<file path="config.mk">
export PLATFORM = sky130hd
export DESIGN_NAME = uart_tx_periph
export DESIGN_NICKNAME = d
export VERILOG_FILES = /design/src/rtl/uart_tx_periph.sv
export SDC_FILE = /design/constraint.sdc
export NUM_CORES = 1
export LEC_CHECK = 0
export BUFFER_PORTS_ARGS = -buffer_cell sky130_fd_sc_hd__buf_2
export CAP_MARGIN = 25
export CORE_MARGIN = 3
export CORE_UTILIZATION = 60
export DETAILED_ROUTE_END_ITERATION = 7
export PLACE_DENSITY = 0.84
export SLEW_MARGIN = 20
export SYNTH_ARGS = -nofsm -noshare
export SYNTH_HDL_FRONTEND = slang
export SYNTH_SLANG_ARGS = --single-unit
</file>
<file path="constraint.sdc">
create_clock -name clk_i -period 6 [get_ports clk_i]
set_clock_uncertainty 0.05 [all_clocks]
set_input_delay 0.6 -clock clk_i [delete_from_list [all_inputs] [get_ports clk_i]]
set_output_delay 0.6 -clock clk_i [all_outputs]
set_load 0.05 [all_outputs]
</file>
<file path="src/rtl/uart_tx_periph.sv">
// uart_tx_periph
// Memory-mapped 8N1 UART transmitter for the RV32i data-memory bus.
// Firmware writes bytes to TXDATA. They are queued in a small FIFO and
// shifted out LSB first on tx_o. STATUS reports busy/full/empty/overflow
// and the FIFO level.
//
// Ports:
//   clk_i    - single clock, rising edge
//   reset_i  - synchronous active-high reset
//   cs_i     - chip select from address decode
//   we_i     - write strobe
//   re_i     - read strobe
//   ble_i    - byte-lane enables (only lane 0 is used)
//   add_i    - byte address; add_i[3:2] selects the register
//   d_i      - write data
//   d_o      - registered read data (1-cycle latency, 0 when not reading)
//   tx_o     - serial line, idles high
//
// Register map (word offset):
//   0 TXDATA  write pushes d_i[7:0]; reads return 0
//   1 STATUS  {16'h0, level[7:0], 4'h0, overflow, empty, full, busy}
//             writing with d_i[3]=1 clears overflow
//   2,3       reserved

module uart_tx_periph #(
    parameter int CLKS_PER_BIT = 217,
    parameter int FIFO_DEPTH   = 8
) (
    input  logic        clk_i,
    input  logic        reset_i,
    input  logic        cs_i,
    input  logic        we_i,
    input  logic        re_i,
    input  logic [3:0]  ble_i,
    input  logic [3:0]  add_i,
    input  logic [31:0] d_i,
    output logic [31:0] d_o,
    output logic        tx_o
);

    localparam int BW = $clog2(CLKS_PER_BIT);
    localparam int PW = $clog2(FIFO_DEPTH);
    localparam int LW = PW + 1;
    localparam logic [BW-1:0] BAUD_LAST  = BW'(CLKS_PER_BIT - 1);
    localparam logic [LW-1:0] LEVEL_FULL = LW'(FIFO_DEPTH);

    typedef enum logic [1:0] {
        ST_IDLE  = 2'd0,
        ST_START = 2'd1,
        ST_DATA  = 2'd2,
        ST_STOP  = 2'd3
    } state_t;

    // FIFO storage and bookkeeping
    logic [7:0]    r_mem [FIFO_DEPTH];
    logic [PW-1:0] r_wptr;
    logic [PW-1:0] r_rptr;
    logic [LW-1:0] r_level;
    logic          r_ovf;

    // Transmitter
    state_t        r_state;
    logic [BW-1:0] r_baud;
    logic [2:0]    r_bitcnt;
    logic [7:0]    r_shift;
    logic          r_tx;

    // Read port
    logic [31:0]   r_rdata;

    logic          w_wr_lane0;
    logic          w_rd;
    logic          w_full;
    logic          w_empty;
    logic          w_busy;
    logic          w_push_req;
    logic          w_push;
    logic          w_pop;
    logic          w_ovf_clr;
    logic [31:0]   w_status;
    logic [31:0]   w_rd_mux;
    logic          w_unused;

    assign w_wr_lane0 = cs_i & we_i & ble_i[0];
    assign w_rd       = cs_i & re_i;

    // Full/empty come from the pre-edge level, so a push into a full FIFO
    // is dropped even when the transmitter pops on the same edge, and a
    // push into an empty FIFO is only popped on the following edge.
    assign w_full     = (r_level == LEVEL_FULL);
    assign w_empty    = (r_level == {LW{1'b0}});
    assign w_busy     = (r_state != ST_IDLE);
    assign w_push_req = w_wr_lane0 & (add_i[3:2] == 2'd0);
    assign w_push     = w_push_req & ~w_full;
    assign w_pop      = (r_state == ST_IDLE) & ~w_empty;
    assign w_ovf_clr  = w_wr_lane0 & (add_i[3:2] == 2'd1) & d_i[3];

    // Level is narrower than 8 bits for any practical depth; zero-extend it.
    assign w_status = {16'h0000, 8'(r_level), 4'h0, r_ovf, w_empty, w_full, w_busy};

    // Bits that the register map never looks at
    assign w_unused = ^{add_i[1:0], ble_i[3:1], d_i[31:8]};

    // Read-data select for the addressed register
    always_comb begin
        w_rd_mux = 32'h0000_0000;
        case (add_i[3:2])
            2'd1:    w_rd_mux = w_status;
            default: w_rd_mux = 32'h0000_0000;
        endcase
    end

    // FIFO pointers, level counter and sticky overflow flag
    always_ff @(posedge clk_i) begin
        if (reset_i) begin
            r_wptr  <= {PW{1'b0}};
            r_rptr  <= {PW{1'b0}};
            r_level <= {LW{1'b0}};
            r_ovf   <= 1'b0;
        end else begin
            if (w_push) begin
                r_wptr <= r_wptr + PW'(1);
            end
            if (w_pop) begin
                r_rptr <= r_rptr + PW'(1);
            end
            r_level <= r_level + LW'(w_push) - LW'(w_pop);
            // A dropped push wins over a same-cycle clear so the loss is seen
            if (w_push_req & w_full) begin
                r_ovf <= 1'b1;
            end else if (w_ovf_clr) begin
                r_ovf <= 1'b0;
            end else begin
                r_ovf <= r_ovf;
            end
        end
    end

    // FIFO data array (contents need no reset; level gates every read)
    always_ff @(posedge clk_i) begin
        if (w_push) begin
            r_mem[r_wptr] <= d_i[7:0];
        end
    end

    // Transmit FSM; tx_o is registered from the current state, so the line
    // lags the state by one cycle and frame lengths stay exact.
    always_ff @(posedge clk_i) begin
        if (reset_i) begin
            r_state  <= ST_IDLE;
            r_baud   <= {BW{1'b0}};
            r_bitcnt <= 3'd0;
            r_shift  <= 8'h00;
            r_tx     <= 1'b1;
        end else begin
            case (r_state)
                ST_IDLE: begin
                    r_tx <= 1'b1;
                    if (w_pop) begin
                        r_shift  <= r_mem[r_rptr];
                        r_bitcnt <= 3'd0;
                        r_baud   <= {BW{1'b0}};
                        r_state  <= ST_START;
                    end
                end
                ST_START: begin
                    r_tx <= 1'b0;
                    if (r_baud == BAUD_LAST) begin
                        r_baud  <= {BW{1'b0}};
                        r_state <= ST_DATA;
                    end else begin
                        r_baud <= r_baud + BW'(1);
                    end
                end
                ST_DATA: begin
                    r_tx <= r_shift[0];
                    if (r_baud == BAUD_LAST) begin
                        r_baud  <= {BW{1'b0}};
                        r_shift <= {1'b0, r_shift[7:1]};
                        if (r_bitcnt == 3'd7) begin
                            r_state <= ST_STOP;
                        end else begin
                            r_bitcnt <= r_bitcnt + 3'd1;
                        end
                    end else begin
                        r_baud <= r_baud + BW'(1);
                    end
                end
                ST_STOP: begin
                    r_tx <= 1'b1;
                    if (r_baud == BAUD_LAST) begin
                        r_baud  <= {BW{1'b0}};
                        r_state <= ST_IDLE;
                    end else begin
                        r_baud <= r_baud + BW'(1);
                    end
                end
                default: begin
                    r_tx    <= 1'b1;
                    r_baud  <= {BW{1'b0}};
                    r_state <= ST_IDLE;
                end
            endcase
        end
    end

    // Registered read port: loads the selected register when read, else 0
    always_ff @(posedge clk_i) begin
        if (reset_i) begin
            r_rdata <= 32'h0000_0000;
        end else if (w_rd) begin
            r_rdata <= w_rd_mux;
        end else begin
            r_rdata <= 32'h0000_0000;
        end
    end

    assign d_o  = r_rdata;
    assign tx_o = r_tx;

endmodule

</file>
# Yosys cells after proc, flatten, opt, wreduce, memory -nomap -nowiden
# Memory sizes are Yosys's and may differ from the RTL's. A register that Yosys moved wholly into a read port is not among the register bits.
# Index checks and enable logic that the tools add are counted.
# Widths: inputs -> output; s select.
# word_totals
ff_bits	65
latchBits	0
ram_bits	64
rom_bits	0
input_bits	45
out_inout_bits	33
elab_cells	80
n_memories	1
# memory_table
name	depth	word_bits	read_ports	rd_clocked_by_memory_dff	wr	line_no	rtl
r_mem	8	8	1	1	1	55	logic [7:0] r_mem [FIFO_DEPTH];
# classes
n_addsub	6
multipliers	0
n_div	0
order_cmp	0
eq_ne	13
shifts	0
n_mux	23
n_bitwise	13
reduce_logical	13
# ops
cell	n
$mux 8	4
$pmux 8 s2	2
$mux 3	5
$ne 2x2->1 const B	6
$mux 2	5
$add 3x1->3 const B	3
$and 1x1->1	9
$add 8x1->8 const B	1
$eq 8x8->1 const B	1
$pmux 2 s4	1
$pmux 3 s2	1
$reduce_bool 2->1	3
$reduce_or 3->1	2
$reduce_and 5->1	1
$add 4x1->4	1
$eq 2x1->1 const B	2
$eq 2x2->1 const B	2
$eq 4x4->1 const B	1
$logic_not 2->1	2
$logic_not 4->1	1
$mux 1	4
$not 1->1	4
$reduce_and 4->1	1
$reduce_or 2->1	2
4 further kinds	4

# Logic depth before layout (Yosys ltp)
# Gate-level depths: netlist of the first run.
# depth
depth_word	6
ltp_mapped	12
mapped_depth_nobuf	12

# Worst setup path after synthesis of the first run
# OpenSTA, ideal clock, no wires.
# synth_timing
path_type	register to register
from	register r_level[2]
to	register r_level[2]
setup_ps	128
arrival_ps	2233
required_ps	5822
path_slack_ps	3589
stages_incl_launch_ff	13
path_buffers	0
synth_period_minus_slack_ps	2411
path_cell_list	dfxtp_1 inv_1 ha_1 or3b_2 nand2_1 inv_1 ha_1 inv_1 ha_1 inv_1 fa_1 xor2_1 nor2_1
# synth_via
word_cells_on_any_way	8
classes_between	add/sub: 2; eq/ne: 1; bitwise: 4; reduce/logical: 1
# synth_lines
element	line_no	rtl
from (decl)	58	logic [LW-1:0] r_level;
from (signal assigned)	118	r_level <= {LW{1'b0}};
from (signal assigned)	127	r_level <= r_level + LW'(w_push) - LW'(w_pop);
$logic_not 4->1	91	assign w_empty = (r_level == {LW{1'b0}});
$not 1->1	95	assign w_pop = (r_state == ST_IDLE) & ~w_empty;
$and 1x1->1	95	
net w_pop	78	logic w_pop;
$sub 4x1->4	127	
# The timed path passes the listed nets, and every way through them passes these cells.
# A chain may end at the register's enable or synchronous reset.

# Worst setup path in the final report of the first run
# layout_timing
from	register r_level[2]
to	register r_level[2]
# layout_via
elab_chain_cells	5
word_cells_on_any_way	8
classes_between	add/sub: 2; eq/ne: 1; bitwise: 4; reduce/logical: 1
# layout_rtl
element	line_no	rtl
$eq 4x4->1	90	assign w_full = (r_level == LEVEL_FULL);
$not 1->1	94	assign w_push = w_push_req & ~w_full;
$and 1x1->1	94	
$add 4x1->4	127	
$sub 4x1->4 (*)	127	
# Mark *: on every way between the ends. The rest lies on a longest branch, timed or not.

==> reports/results.md, run 1 <==
| Result | Value |
|---|---|
| Clock-pin slew on the worst setup and hold paths | 100 ps |
| CTS max path bufs | 2 |
| Boundary pin count | 78 |
| Post-CTS setup buffer count | 0 |
| Portion of the post-synthesis area used by sequential elements | 0.5951 |
| Initial Utilization | 0.6324 |
| Power share of the sequential group | 0.488 |
| Aggregate global-route resource usage | 0.2034 |
| Detailed Route Iter0 Violations | 194 |
| Drt pass-1 iters | 4 |
| Unrepaired setup endpoints after global routing | false |
| Final Hold Violating Endpoints | 0 |
| Total of flip-flops plus latches after synthesis | 108 |
| Shortest period the worst path allows | 2663 ps |
| Global route overflow | 0 |
| Share of the synthesized area in the top cell type | 0.4081 |
| Number of nets with antenna violations after routing | 0 |
| Post-synth cell types | 59 |
| Worst slew margin relative to its limit | 0.3724 |
| Proportion of register bits with asynchronous set or reset after synthesis | 0 |
| DRT Wirelength | 8.323 mm |
| Highest attainable clock frequency | 375.5 MHz |
| Dominant cell type by area after synthesis | sky130_fd_sc_hd__edfxtp_1 |
| PnR worst setup slack | 3337 ps |
| Core box area | 7447 um^2 |
| Post-route design area | 5002 um^2 |
| Setup CP Type | reg -> reg |
| Die Wd | 94.60 um |
| Hold-fix buffer count after cts | 0 |
| Dominant delay contributor by cell family on the critical path | adder cells |
| Total die area | 8948 um^2 |
| Critical Path Fanout Max | 4 |
| Sequential standard cell area | 2803 um^2 |
| Total power density per cell area | 362.1 nW/um^2 |
| Detailed-route vias per instance | 5.642 |
| Power dissipated by switching net loads | 0.6061 mW |
| Clock tree from TritonCTS | done |
| Static Leakage | 1.847 nW |
| Final setup TNS | 0 ps |
| WP buf/inv | 4 |
| Detailed-route via count | 2787 |
| Worst-case vdd ir drop | 211.3 uV |
| EDFF count, synth | 64 |
| Share of final-layout standard cells stronger than drive strength 1 | 0.2101 |
| Routed wire length per instance | 16.85 um |
| Worst Path Arrival | 2850 ps |
| Worst hold margin | 431.3 ps |
| Most common cell on crit path | sky130_fd_sc_hd__inv_1 |
| Required time at the endpoint of the critical path | 6190 ps |
| Routability-driven placement congestion ratio | 0.9002 |
| Syn_area_per_cell | 12.90 um^2 |
| Resized Gates After CTS | 0 |
| Combinational Power Share | 0.277 |
| Critical path's largest stage delay | 390 ps |
| Detailed-placement wirelength estimate | 5.617 mm |
| Residual DRC | 0 |
| Height of the die | 94.60 um |
| Wire length of the first global-routing pass | 13.41 mm |
| Most frequent cells in the layout | sky130_fd_sc_hd__edfxtp_1 (64), sky130_fd_sc_hd__dfxtp_1 (44), sky130_fd_sc_hd__mux2_2 (29) |
| Number of synthesis warnings | 0 |
| Endpoint type of the worst setup path | register |
| Number of buffers created by CTS | 9 |
| Netlist area before placement | 4710 um^2 |
| H-tree lvl count | 3 |
| Initial antenna violation count | 0 |
| Worst slew pin tran | 937.9 ps |
| Most instantiated flip-flop cell in the synthesis netlist | sky130_fd_sc_hd__edfxtp_1 |
| CP cell instances | inv_1 -> ha_1 -> nor3b_1 -> nor3_1 -> inv_1 -> ha_1 -> inv_1 -> ha_1 -> inv_1 -> fa_1 -> xor2_1 -> nor2_1 |
| N_diodes | 0 |
| Final worst-path cycle share | 0.4439 |
| Library cell used as clock root buffer | sky130_fd_sc_hd__clkbuf_8 |
| Endpoints failing setup | 0 |
| Max-cap violations | 0 |
| Placed cell area | 4812 um^2 |
| Mapped Cells | 365 |
| Min-Delay Path Class | in -> reg |
| Nature of the critical path startpoint | register |
| Run status | completed |
| Clock Power Share | 0.235 |
| Most frequent standard cell in the layout excluding fill and tap cells | sky130_fd_sc_hd__edfxtp_1 |
| Worst-skew pair later-pin latency | 380 ps |
| Switching portion of total power | 0.3346 |
| Count of pins over their slew limit | 0 |
| Setup slack after placement | 3266 ps |
| Final layout net count | 453 |
| Fill cells | 558 |
| CTS sink cnt | 108 |
| Leading post-synthesis cells by cell area | sky130_fd_sc_hd__edfxtp_1 (41%), sky130_fd_sc_hd__dfxtp_1 (19%), sky130_fd_sc_hd__mux2_2 (6.9%) |
| Internal | 1.205 mW |
| Area grow syn2layout | 6.217% |
| Footprint of the multi-input gates | 1690 um^2 |
| PortBufs | 24 |
| Final cell utilization of the core | 0.6717 |
| Number of global-route vias before repair | 2745 |
| Pin count of the biggest net entering global routing | 31 |
| Crit path max-delay cell type | sky130_fd_sc_hd__nor3_1 |
| Number of placement rows | 31 |
[power groups by stage]
stage / Combinational, mW / Clock [mW] / Sequential, mW
floorplan: 0.393 / 0 / 0.905
finish: 0.501 / 0.425 / 0.885
global route: 0.565 / 0.464 / 0.893
global placement: 0.476 / 0 / 0.897
CTS: 0.505 / 0.435 / 0.885
detailed placement: 0.497 / 0 / 0.901
[sequential cells by signal (all words and copies together), names as in the netlist, named ones only]
| name | flops |
|---|---|
| d_o | 8 |
| r_baud | 8 |
| r_bitcnt | 3 |
| r_level | 4 |
| r_mem | 64 |
| r_ovf | 1 |
| r_rptr | 3 |
| r_shift | 8 |
| r_state | 2 |
| r_wptr | 3 |
| tx_o | 1 |
[cell families after synthesis]
| kind of cell | share of synthesized area |
|---|---|
| AOI/OAI and AO/OA | 0.08582 |
| xor gates and xnor gates | 0.01116 |
| adders and majority gates | 0.04941 |
| buffers and inverters | 0.06535 |
| DFF | 0.5951 |
| muxes | 0.08316 |
| other | 0.0007963 |
| and+or+nand+nor | 0.1092 |
[path summary, 6_finish.rpt]
path                    from  depth (start not counted)          end  slack (ps)
setup / recovery  r_level[2]                         12   r_level[2]        3340
hold / removal        d_i[0]                          1  r_mem[7][0]         430
setup reg to reg  r_level[2]                         12   r_level[2]        3340
hold reg to reg    r_baud[7]                          1    r_baud[7]         440
[per-layer routing]
metal	up-vias	part of all wire	track usage
li1	1359	-	-
met1	1322	0.42	0.2675
met2	102	0.50	0.3144
met3	4	0.077	0.05418
met4	0	0.0083	0.09856
met5	-	0	0
[per-stage QoR]
step	power, mW	cells
after floorplan	1.299	388
after global placement	1.373	478
after detailed placement	1.399	478
after CTS	1.825	494
after global routing	1.921	494
final	1.811	494
[synthesized netlist by cell type, drive strengths merged, types with 3 or more instances]
master,n
a21oi,7
inv,14
edfxtp,64
buf,31
mux2,29
o21ai,3
nand2b,6
nor2,25
nor4b,3
dfxtp,44
o22ai,14
nand2,16
a21o,4
a221o,7
nand4,3
nor3,17
clkbuf,5
xor2,4
and2,3
ha,17
nand3,6
[final cells by class]
type	instances	area share
Timing Repair Buffer	27	0.02851
Clock buffer	10	0.02751
Sequential cell	108	0.5603
Multi-Input combinational cell	230	0.3379
Inverter	14	0.01051
Tap cell	99	0.02476
Clock inverter	6	0.01051
Power figures use the tool's default switching activity.
==> run 2, diff against run 1 <==
Settings changed: CORE_UTILIZATION 60 to 56, PLACE_DENSITY 0.84 to 0.79.
Clock period 6 ns to 2.65 ns, I/O delays scaled along.
==> run 2 against run 1 <==
Compared with the run above: die area increased by 6.7%; worst hold slack got worse by 340 ps; global-route usage decreased by 2.3 points; worst setup slack got worse by 3200 ps; sequential cell count unchanged; count of clock-buffer cells in the layout decreased by 1; non-clock buffer count increased by 12; via count increased by 4.0%; critical path type unchanged; highest routed layer unchanged.
==> reports/results.md, run 2 (synthesis gave the netlist of run 1 again) <==
| Result | Value | vs previous |
|---|---|---|
| Wire length of the first global-routing pass | 13.68 mm | +2.1% |
| Clock tree from TritonCTS | done |  |
| CTS sink cnt | 108 | unchanged |
| Endpoint type of the worst setup path | register |  |
| Final layout net count | 465 | +2.6% |
| Startpoint of the worst register-to-register path | r_level[3] |  |
| Setup CP Type | reg -> reg |  |
| Max-cap violations | 0 | unchanged |
| Static Leakage | 1.908 nW | +3.3% |
| Routed wire length per instance | 16.60 um | -1.5% |
| Worst-skew pair later-pin latency | 380 ps | about the same |
| N_diodes | 0 | unchanged |
| Pin count of the biggest net entering global routing | 30 | -3.2% |
| Core box area | 7928 um^2 | +6.5% |
| Number of cell instances on the worst register-to-register path | 12 | unchanged |
| Detailed-placement wirelength estimate | 5.722 mm | +1.9% |
| Reg-to-Reg End | r_level[2] |  |
| Height of the die | 97.71 um | +3.3% |
| Cell depth of the worst min-delay path | 1 | unchanged |
| Resized Gates After CTS | 0 | unchanged |
| Worst slew margin relative to its limit | 0.5065 | +0.1340 |
| Share of final-layout standard cells stronger than drive strength 1 | 0.2408 | +0.03066 |
| Routability-driven placement congestion ratio | 0.8044 | -11% |
| Critical Path Fanout Max | 3 | -1 |
| Detailed-route vias per instance | 5.695 | +0.95% |
| Hold-fix buffer count after cts | 0 | unchanged |
| Sequential standard cell area | 2803 um^2 | unchanged |
| Hold Crit Endpoint | r_mem[1][0] |  |
| Final worst-path cycle share | 0.9469 | +0.5031 |
| Shortest period the worst path allows | 2509 ps | -153.8 ps |
| Drt pass-1 iters | 5 | +1 |
| Fill cells | 585 | +4.8% |
| Origin of the worst min-delay path | d_i[0] |  |
| Run status | completed |  |
| Library cell used as clock root buffer | sky130_fd_sc_hd__clkbuf_8 |  |
| Number of placement rows | 32 | +3.2% |
| Total die area | 9546 um^2 | +6.7% |
| Reg2reg setup slack | 140 ps | -3200 ps |
| Layout Cells excl Fill | 509 | +3.0% |
| Highest attainable clock frequency | 398.5 MHz | +6.1% |
| Worst Path Arrival | 2720 ps | -130 ps |
| Min-Delay Path Class | in -> reg |  |
| Final Hold Violating Endpoints | 0 | unchanged |
| Nature of the critical path startpoint | register |  |
| DRT Wirelength | 8.451 mm | +1.5% |
| Setup slack after placement | 94.64 ps | -3171 ps |
| H-tree lvl count | 3 | unchanged |
| Aggregate global-route resource usage | 0.1807 | -0.02266 |
| Boundary pin count | 78 | unchanged |
| Post-CTS setup buffer count | 0 | unchanged |
| PortBufs | 24 | unchanged |
| PnR worst setup slack | 140.7 ps | -3196 ps |
| Flip-flop count of the largest register after layout | 64 | unchanged |
| Initial Utilization | 0.5941 | -0.03833 |
| Number of global-route vias before repair | 2766 | +0.77% |
| Biggest register | r_mem |  |
| Total power density per cell area | 820.1 nW/um^2 | +130% |
| Detailed Route Iter0 Violations | 208 | +7.2% |
| Number of buffers created by CTS | 9 | unchanged |
| Clock-pin slew on the worst setup and hold paths | 110 ps | about the same |
| Initial antenna violation count | 0 | unchanged |
| Residual DRC | 0 | unchanged |
| CTS max path bufs | 2 | unchanged |
| Worst-case vdd ir drop | 411.7 uV | +95% |
| Die Wd | 97.71 um | +3.3% |
| Count of pins over their slew limit | 0 | unchanged |
| Most frequent standard cell in the layout excluding fill and tap cells | sky130_fd_sc_hd__edfxtp_1 |  |
| Detailed-route via count | 2899 | +4.0% |
| Worst slew pin tran | 735.8 ps | -202.0 ps |
| Area grow syn2layout | 8.448% |  |
| Most frequent cells in the layout | sky130_fd_sc_hd__edfxtp_1 (64), sky130_fd_sc_hd__dfxtp_1 (44), sky130_fd_sc_hd__mux2_2 (29) |  |
| Number of nets with antenna violations after routing | 0 | unchanged |
| Required time at the endpoint of the critical path | 2860 ps | -3330 ps |
| Endpoints failing setup | 0 | unchanged |
| Footprint of the multi-input gates | 1694 um^2 | +0.22% |
| Placed instance count | 493 | +3.1% |
| Global route overflow | 0 | unchanged |
run 2: how the worst max path moves through the flow:
stage / start / to
global route: r_level[2] / r_level[2]
global placement: r_level[2] / r_level[2]
finish: r_level[3] / r_level[2]
detailed placement: r_level[2] / r_level[2]
CTS: r_level[2] / r_level[2]
floorplan: r_level[2] / r_level[2]
run 2: power breakdown:
group	switching (mW)	internal [mW]
sequential	0.107	1.90
clock	0.605	0.374
combinational	0.719	0.482
run 2: worst max-delay path, stage by stage, from the launching register on:
cell and delay (ps):
sky130_fd_sc_hd__dfxtp_1 330, sky130_fd_sc_hd__inv_1 80, sky130_fd_sc_hd__ha_2 190, sky130_fd_sc_hd__or3b_2 470, sky130_fd_sc_hd__nand2_2 110, sky130_fd_sc_hd__inv_1 50, sky130_fd_sc_hd__ha_1 260, sky130_fd_sc_hd__inv_1 60
sky130_fd_sc_hd__ha_1 160, sky130_fd_sc_hd__inv_1 50, sky130_fd_sc_hd__fa_1 380, sky130_fd_sc_hd__xor2_1 160, sky130_fd_sc_hd__nor2_1 50
run 2: metal layers:
| layer | track usage | up-vias | wire length (um) | part of all wire |
|---|---|---|---|---|
| met1 | 0.2467 | 1406 | 3794 | 0.45 |
| met4 | 0.07348 | 0 | 147 | 0.017 |
| met5 | 0 | - | 0 | 0 |
| li1 | - | 1385 | - | - |
| met2 | 0.2894 | 95 | 4032 | 0.48 |
| met3 | 0.03015 | 13 | 476 | 0.056 |
run 2: layout make-up:
type                       count  share of cell area
timing repair buffer          39             0.04557
sequential                   108              0.5488
inverter                      14             0.01029
tap                          102             0.02499
clock buffer                   9             0.02425
clock inverter                 7             0.01445
multi-input combinational    230              0.3317
run 2: through the flow:
stage | power, mW | TNS, ps | area (um^2) | hold slack (ps) | util
global route | 4.415 | -17.70 | 5107 | 96.42 | 0.6443
CTS | 4.180 | 0 | 5099 | 84.68 | 0.6432
global placement | 3.155 | 0 | 4901 | 409.7 | 0.6182
detailed placement | 3.213 | 0 | 4901 | 421.4 | 0.6182
finish | 4.189 | 0 | 5107 | 91.44 | 0.6443
floorplan | 2.941 | 0 | 4796 | 313.9 | -
